`config.mk`:
```
export PLATFORM = sky130hd
export DESIGN_NAME = mul_div_unit
export DESIGN_NICKNAME = d
export VERILOG_FILES = /design/src/rtl/mdu_pkg.sv /design/src/rtl/mdu_sign_fix.sv /design/src/rtl/mul_div_unit.sv
export SDC_FILE = /design/constraint.sdc
export NUM_CORES = 1
export LEC_CHECK = 0
export BUFFER_PORTS_ARGS = -buffer_cell sky130_fd_sc_hd__buf_2
export CAP_MARGIN = 20
export CELL_PAD_IN_SITES_DETAIL_PLACEMENT = 1
export CELL_PAD_IN_SITES_GLOBAL_PLACEMENT = 1
export CORE_ASPECT_RATIO = 0.6
export CORE_MARGIN = 4
export CORE_UTILIZATION = 46
export DETAILED_ROUTE_END_ITERATION = 10
export PLACE_DENSITY = 0.81
export SKIP_CTS_REPAIR_TIMING = 1
export SYNTH_ARGS = -nofsm -noshare
export SYNTH_HDL_FRONTEND = slang
export SYNTH_SLANG_ARGS = --single-unit
export TNS_END_PERCENT = 5
```
`constraint.sdc`:
```
create_clock -name clk -period 8.11 [get_ports clk]
set_clock_uncertainty 0.05 [all_clocks]
set_input_delay 1.2165 -clock clk [delete_from_list [all_inputs] [get_ports clk]]
set_output_delay 1.2165 -clock clk [all_outputs]
set_load 0.05 [all_outputs]
```
`src/rtl/mdu_pkg.sv`:
```
// Shared encodings for the iterative multiply/divide unit.
package mdu_pkg;
    localparam int MDU_WIDTH = 32;
    localparam int CNT_W     = $clog2(MDU_WIDTH);

    typedef enum logic [1:0] {
        MDU_MULT  = 2'b00,
        MDU_MULTU = 2'b01,
        MDU_DIV   = 2'b10,
        MDU_DIVU  = 2'b11
    } mdu_op_e;

    typedef enum logic [1:0] {
        IDLE = 2'b00,
        CALC = 2'b01,
        FIX  = 2'b10
    } mdu_state_e;
endpackage

```
`src/rtl/mdu_sign_fix.sv`:
```
// Applies operand signs to the unsigned magnitude result of a signed MULT/DIV.
module mdu_sign_fix
    import mdu_pkg::*;
#(
    parameter int WIDTH = MDU_WIDTH
) (
    input  logic [2*WIDTH-1:0] raw,
    input  mdu_op_e            op,
    input  logic               sign1,
    input  logic               sign2,
    output logic [2*WIDTH-1:0] result
);
    logic [WIDTH-1:0] quo;
    logic [WIDTH-1:0] rem;
    logic             neg;

    always_comb begin
        neg    = sign1 ^ sign2;
        quo    = raw[WIDTH-1:0];
        rem    = raw[2*WIDTH-1:WIDTH];
        result = raw;
        case (op)
            MDU_MULT: if (neg) result = -raw;
            MDU_DIV: begin
                // Quotient follows the sign difference, remainder follows the dividend.
                if (neg)   quo = -raw[WIDTH-1:0];
                if (sign1) rem = -raw[2*WIDTH-1:WIDTH];
                result = {rem, quo};
            end
            default: result = raw;
        endcase
    end
endmodule

```
`src/rtl/mul_div_unit.sv`:
```
// Iterative MULT/MULTU (shift-add) and DIV/DIVU (restoring) unit owning HI/LO.
//   state | meaning
//   IDLE  | waiting for start; MTHI/MTLO honoured
//   CALC  | one shift-add / restoring-subtract step per cycle, WIDTH steps
//   FIX   | apply signs or divide-by-zero result, write HI/LO, pulse done
module mul_div_unit
    import mdu_pkg::*;
#(
    parameter int WIDTH = MDU_WIDTH
) (
    input  logic             clk,
    input  logic             rst_n,
    input  logic             start,
    input  logic [1:0]       op,
    input  logic [WIDTH-1:0] in1,
    input  logic [WIDTH-1:0] in2,
    input  logic             wr_hi,
    input  logic             wr_lo,
    input  logic [WIDTH-1:0] wdata,
    output logic             busy,
    output logic             done,
    output logic             div_by_zero,
    output logic [WIDTH-1:0] hi,
    output logic [WIDTH-1:0] lo
);
    mdu_state_e         state;
    mdu_op_e            op_q;
    logic [CNT_W-1:0]   cnt;
    logic [WIDTH-1:0]   in1_q;
    logic [WIDTH-1:0]   op_b;
    logic               s1_q, s2_q;
    logic [2*WIDTH-1:0] acc;

    mdu_op_e            op_in;
    logic               signed_in;
    logic [WIDTH-1:0]   mag1, mag2;
    logic [WIDTH:0]     mul_sum, div_rs, div_diff;
    logic [2*WIDTH-1:0] acc_next, fixed;
    logic               is_div;

    always_comb begin
        op_in     = mdu_op_e'(op);
        signed_in = (op_in == MDU_MULT) || (op_in == MDU_DIV);
        mag1      = (signed_in && in1[WIDTH-1]) ? -in1 : in1;
        mag2      = (signed_in && in2[WIDTH-1]) ? -in2 : in2;
        is_div    = (op_q == MDU_DIV) || (op_q == MDU_DIVU);
        mul_sum   = {1'b0, acc[2*WIDTH-1:WIDTH]} + (acc[0] ? {1'b0, op_b} : '0);
        div_rs    = acc[2*WIDTH-1:WIDTH-1];
        div_diff  = div_rs - {1'b0, op_b};
        if (!is_div)
            acc_next = {mul_sum, acc[WIDTH-1:1]};
        else if (div_diff[WIDTH])
            acc_next = {div_rs[WIDTH-1:0], acc[WIDTH-2:0], 1'b0};
        else
            acc_next = {div_diff[WIDTH-1:0], acc[WIDTH-2:0], 1'b1};
    end

    mdu_sign_fix #(.WIDTH(WIDTH)) u_sign_fix (
        .raw    (acc),
        .op     (op_q),
        .sign1  (s1_q),
        .sign2  (s2_q),
        .result (fixed)
    );

    always_ff @(posedge clk or negedge rst_n) begin
        if (!rst_n) begin
            state       <= IDLE;
            op_q        <= MDU_MULT;
            cnt         <= '0;
            in1_q       <= '0;
            op_b        <= '0;
            s1_q        <= 1'b0;
            s2_q        <= 1'b0;
            acc         <= '0;
            busy        <= 1'b0;
            done        <= 1'b0;
            div_by_zero <= 1'b0;
            hi          <= '0;
            lo          <= '0;
        end else begin
            done <= 1'b0;
            case (state)
                IDLE: begin
                    if (wr_hi) hi <= wdata;
                    if (wr_lo) lo <= wdata;
                    if (start) begin
                        state <= CALC;
                        busy  <= 1'b1;
                        op_q  <= op_in;
                        cnt   <= CNT_W'(WIDTH - 1);
                        in1_q <= in1;
                        s1_q  <= in1[WIDTH-1];
                        s2_q  <= in2[WIDTH-1];
                        op_b  <= mag2;
                        acc   <= {{WIDTH{1'b0}}, mag1};
                    end
                end
                CALC: begin
                    acc <= acc_next;
                    if (cnt == '0) state <= FIX;
                    else           cnt   <= cnt - 1'b1;
                end
                FIX: begin
                    // A zero divisor gives a fixed result independent of the iterations.
                    if (is_div && op_b == '0) begin
                        hi          <= in1_q;
                        lo          <= '1;
                        div_by_zero <= 1'b1;
                    end else begin
                        hi <= fixed[2*WIDTH-1:WIDTH];
                        lo <= fixed[WIDTH-1:0];
                    end
                    done  <= 1'b1;
                    busy  <= 1'b0;
                    state <= IDLE;
                end
                default: state <= IDLE;
            endcase
        end
    end
endmodule

```
**Word-level counts from Yosys, hierarchy flattened**

Index checks and enable logic that the tools add are counted.

- Register bits: 206
- Output and inout port bits: 67
- Logic and storage cells: 78

- Bitwise gates (word level): 1
- Equality and inequality tests: 10
- Reductions and logical operators: 20
- Add/subtract/negate cells: 8
- Muxes and demuxes: 26

Operator list:

| operator | number |
|---|---|
| $mux 32 | 9 |
| $mux 64 | 4 |
| $pmux 64 s2 | 2 |
| $neg 32->32 | 4 |
| $pmux 32 s2 | 2 |
| $neg 64->64 | 1 |
| $add 32x32->33 | 1 |
| $sub 33x32->33 | 1 |
| $logic_not 32->1 | 1 |
| $reduce_and 2->1 | 7 |
| $mux 5 | 2 |
| $ne 2x2->1 const B | 5 |
| $pmux 5 s2 | 1 |
| $eq 2x2->1 const B | 4 |
| $logic_not 2->1 | 3 |
| $logic_not 5->1 | 1 |
| $sub 5x1->5 const B | 1 |
| $mux 2 | 2 |
| $pmux 2 s2 | 1 |
| $reduce_bool 2->1 | 2 |
| $logic_and 1x1->1 | 3 |
| $reduce_and 3->1 | 1 |
| $eq 2x1->1 const B | 1 |
| $logic_or 1x1->1 | 2 |
| other kinds (3) | 4 |

**Depth between registers and ports, before layout**

- Depth in word-level cells: 6
- Depth in mapped cells: 15

**Cells and area by module**

Synthesis repeated with hierarchy kept, for this count alone.

- Cells, all modules: 2017
- Area total of the unflattened synthesis: 15763.9 sq um

Modules (own cells, without submodules):

| module | cells each | instances | area an instance (sq um) | seq. area each (sq um) |
|---|---|---|---|---|
| mul_div_unit | 1756 | 1 | 14113.5 | 5129.9 |
| mdu_sign_fix | 261 | 1 | 1650.3 | 0.0 |

**Worst setup path before layout**

No wires, ideal clock.

- Kind: flip-flop to flip-flop
- Start: register acc[0]
- End: register acc[63]
- Period minus slack after synthesis: 3.731 ns
- Data required time: 7.938 ns
- Path slack: 4.379 ns
- Library setup time: 0.122 ns
- Cell stages (with the launch flop): 14
- Arrival time: 3.559 ns
- Path buffers: 1
- Cells stage by stage: dfrtp_1 > inv_1 > buf_1 > nor2_1 > ha_1 > and3_1 > a221oi_1 > nor2b_1 > o41ai_2 > o311ai_1 > a311o_1 > a311o_1 > a211o_1 > a32o_1

- Cells in the longest elaborated chain, start to end: 4

Ends and longest elaborated chain:

| item | RTL line | text |
|---|---|---|
| from (decl) | mul_div_unit.sv:32 | `logic [2*WIDTH-1:0] acc;` |
| from (signal assigned) | mul_div_unit.sv:96 | `acc <= {{WIDTH{1'b0}}, mag1};` |
| from (signal assigned) | mul_div_unit.sv:100 | `acc <= acc_next;` |
| $mux 32 | mul_div_unit.sv:47 | `mul_sum = {1'b0, acc[2*WIDTH-1:WIDTH]} + (acc[0] ? {1'b0, op_b} : '0);` |
| $add 32x32->33 | mul_div_unit.sv:47 |  |
| $mux 64 | mul_div_unit.sv:50 | `if (!is_div)` |
| $pmux 64 s2 | mul_div_unit.sv:83 | `case (state)` |

No other way between the ends.
A chain may end at the register's enable or synchronous reset.

**Final worst setup path**

Same ends and word-level chain as after synthesis.

==> run summary <==
## Setup path
- 3.05 ns — worst-case register-to-register setup slack
- inv_1, buf_4, nor2_1, ha_1, nor2b_1, o31ai_2, a211oi_1, o41ai_2, o311ai_1, a311o_1, a311o_1, a211o_1, a32o_1 — CP Cell Sequence
- flop — crit start category
- 13 — depth of the worst register-to-register path
- sky130_fd_sc_hd__o41ai_2 — slowest cell on the critical path
- 5.45 ns — worst endpoint data arrival time
- acc[63]$_DFFE_PN0P_ — end of the worst register-to-register path
- flop to flop — kind of critical path
- sky130_fd_sc_hd__a311o_1 — most frequent CP cell
- acc[0]$_DFFE_PN0P_ — worst r2r src
- flop — capturing element type of the critical path
- 30 — CP max FO
- 8.49 ns — Worst Path Required
- 0.89 ns — longest individual stage delay on the worst path

## Placed design
- 49300 um — Final HPWL DP
- 2507 — placed instance count
- 16700 um^2 — Placed Area
- 0.968 — final estimated routing congestion in global placement
- 169 — number of port buffers

## Power and ir drop
- 63.9% — share of power burned in combinational logic
- 23.8% — Flop pwr share
- 54.9% — proportion of total power due to net switching
- 4.31 mW — internal power
- 12.3% — part of the total power dissipated in the clock network
- 543 nW/um^2 — pwr/cell area
- 7.91 nW — leak pwr
- 0.201 mV — worst ir drop on vdd
- 5.25 mW — power spent charging and discharging nets

## Job
- 0 — number of max-capacitance violations reported

## Synth
- 2145 — Net Count, Synth
- 100% — async set-reset flop share out of synthesis
- 0 — Post-synth EDFFs
- sky130_fd_sc_hd__dfrtp_1 — Primary FF master, synth
- 7.88 um^2 — average instance area after synthesis
- 205 — register bit total from synthesis
- 0 — synth warn
- 33.1% — sequential fraction of the synthesis area
- 80 — number of distinct library cells after synthesis
- 1970 — cell count after synthesis
- 15500 um^2 — Post-Syn Area

## Layout
- sky130_fd_sc_hd__nand2_1 — leading cell type in the layout, fill and taps excluded
- 12.5% — fraction of layout cells with a size suffix above 1
- 2553 — post-layout instance count excluding filler cells
- 4099 — final-layout fill cell count
- 13.3% — Area Overhead vs Synth
- 17600 um^2 — final standard cell area without fillers
- 2261 — number of nets in the finished design
- 344 x sky130_fd_sc_hd__nand2_1, 230 x sky130_fd_sc_hd__o21ai_0, 204 x sky130_fd_sc_hd__dfrtp_1 — most used cells in the layout excluding fill and tap cells

## Floorplan
- 150 um — Die Ht
- 47.2% — initial cell density of the core
- 170 — io pins
- 36800 um^2 — die footprint
- 51 — Row Count
- 245 um — chip width
- 32900 um^2 — area of the placeable core

## CTS
- 23 — number of buffers created by CTS
- 3 — CTS Buffer Depth
- yes — clock tree from TritonCTS
- 0.55 ns — insertion delay of the later-clocked pin in the worst-skew pair
- 0.07 ns — clock input transition at the sequential cells of the worst setup and hold paths
- 205 — clk sinks
- sky130_fd_sc_hd__clkbuf_16 — Clk Tree Root Cell
- 1 — deepest level of the CTS H-tree

## Timing
- 0 ns — setup tns final
- false — setup repair after global routing missed its margin
- 1.02 ns — slew at the pin closest to its max-slew limit
- 62.4% — post-route clock period utilization
- 32.2% — worst rel slew slack
- 0.197 GHz — fmax
- 0 — max-slew violation total from the final report
- 0 — count of final hold-check violations
- 5.06 ns — final period demand of the worst path
- 0 — final setup violation count

## Detailed routing
- 1929 — DRT iter0 DRCs
- 6.37 — detail-routed via count per cell
- 65000 um — total routed wirelength
- 16300 — via count
- 5 — drt pass-1 iters
- 25.5 um — wire per inst
- 0 — Final ANT Viol Nets
- 0 — total DRC errors in the routed layout

## Worst hold path
- lo[11]$_DFFE_PN0P_ — Worst Min Path Start
- lo[11]$_DFFE_PN0P_ — hold path endpoint
- 2 — Hold Crit Depth
- flop to flop — classification of the worst-slack hold path

## Status
- completed — status

## Global route
- 98300 um — global-route wire length before repair
- 51.9% — global-route met1 utilization
- 0 — final global-route overflow total
- 106 — largest net degree at the start of global routing
- 1 — antenna violations before repair
- 34.4% — total routing resource utilization after global routing
- 46.1% — met2 GRT Util
- 16000 — vias in the first global route
- met1 — global routing's busiest layer
- 13.8% — met3 usage

-- synth_stat cells (all sizes together) (8+ instances only) --
library cell  count  share of area, %
nor2b            18              0.73
nand3            33               1.1
nand2           346               8.4
a22oi            18              0.87
o41ai            16               1.0
o211ai           22               1.1
or3              16              0.64
buf              16              0.51
nor2            148               3.6
o21ai           241               7.8
a211oi           18              0.87
or4              13              0.65
a21oi           131               4.2
nor3             32               1.0
or2               8              0.32
o31ai            21               1.0
nand4             8              0.32
nor4             20              0.94
xor2             77               4.3
clkbuf           87               2.1
xnor2            91               5.1
nand2b           19              0.77
mux2i            41               2.6
a31oi            16              0.64
o221ai           11              0.62
ha               70               5.6
and2              9              0.36
dfrtp           205                33
a21o             20              0.97
o21a              9              0.44
o22ai            37               1.5
o21bai            8              0.39
inv              66               1.6
o31a              9              0.51
-- power groups by stage --
stage	Combinational [mW]	Sequential, mW	Clock [mW]
final	6.11	2.27	1.18
after global routing	6.60	2.32	1.22
after CTS	5.94	2.22	1.18
after detailed placement	5.88	2.23	0
after global placement	5.69	2.21	0
after floorplan	3.81	2.40	0
-- registers in the layout (all words and copies together), names as in the netlist --
signal       count
busy             1
cnt              5
state            2
lo              32
hi              32
done             1
op_b            32
acc             64
in1_q           32
div_by_zero      1
s2_q             1
op_q             2
-- routing by layer --
metal | part of all wire (%) | wire (um)
met4 | 1.5 | 1000
met1 | 46 | 29900
met2 | 39 | 25500
met3 | 13 | 8460
met5 | 0.18 | 120
-- final cells by class --
type | instances | area [um^2] | area share, %
diodes | 1 | 2.50 | 0.0142
clock buffers | 31 | 656 | 3.73
clock inverters | 10 | 159 | 0.904
inverters | 68 | 255 | 1.45
multi-input cells | 1594 | 9770 | 55.6
flip-flops and latches | 205 | 5130 | 29.2
well taps | 450 | 563 | 3.20
repair buffers | 194 | 1050 | 5.96
-- stage by stage --
step	hold slack, ns	util [%]	setup WS [ns]	power, mW
floorplan	0.395	-	4.38	6.22
detailed placement	0.409	50.9	3.28	8.12
global route	0.448	53.5	2.79	10.1
CTS	0.426	53.4	3.26	9.34
global placement	0.398	50.9	3.40	7.89
finish	0.426	53.5	3.05	9.56
-- cells by family (layout without fill, tap and decap cells) --
logic type,after synthesis,in the layout,share of synthesized area [%]
and+or+nand+nor,685,685,19.5
AOI/OAI and AO/OA,627,627,25.0
DFF,205,205,33.1
buffers and inverters,171,303,4.26
xor gates and xnor gates,168,168,9.48
adders and majority gates,72,72,5.90
muxes,42,42,2.72
other,0,1,0
-- critical path: cells and delay by family (launching register included) --
kind | cells | cell delay, ns
compound gates | 8 | 3.21
simple gates | 2 | 0.34
fa+ha+maj | 1 | 0.36
buf+inv | 2 | 0.55
flops | 1 | 0.44
-- how the worst max path moves through the flow --
stage | from | endpoint | slack [ns] | depth (start not counted)
after floorplan | acc[0]$_DFFE_PN0P_ | acc[63]$_DFFE_PN0P_ | 4.38 | 13
after global placement | acc[0]$_DFFE_PN0P_ | acc[63]$_DFFE_PN0P_ | 3.40 | 13
after detailed placement | acc[0]$_DFFE_PN0P_ | acc[63]$_DFFE_PN0P_ | 3.28 | 13
after CTS | acc[0]$_DFFE_PN0P_ | acc[63]$_DFFE_PN0P_ | 3.26 | 13
after global routing | acc[0]$_DFFE_PN0P_ | acc[63]$_DFFE_PN0P_ | 2.79 | 13
final | acc[0]$_DFFE_PN0P_ | acc[63]$_DFFE_PN0P_ | 3.05 | 13
No activity file was read; power rests on OpenSTA's default activity.
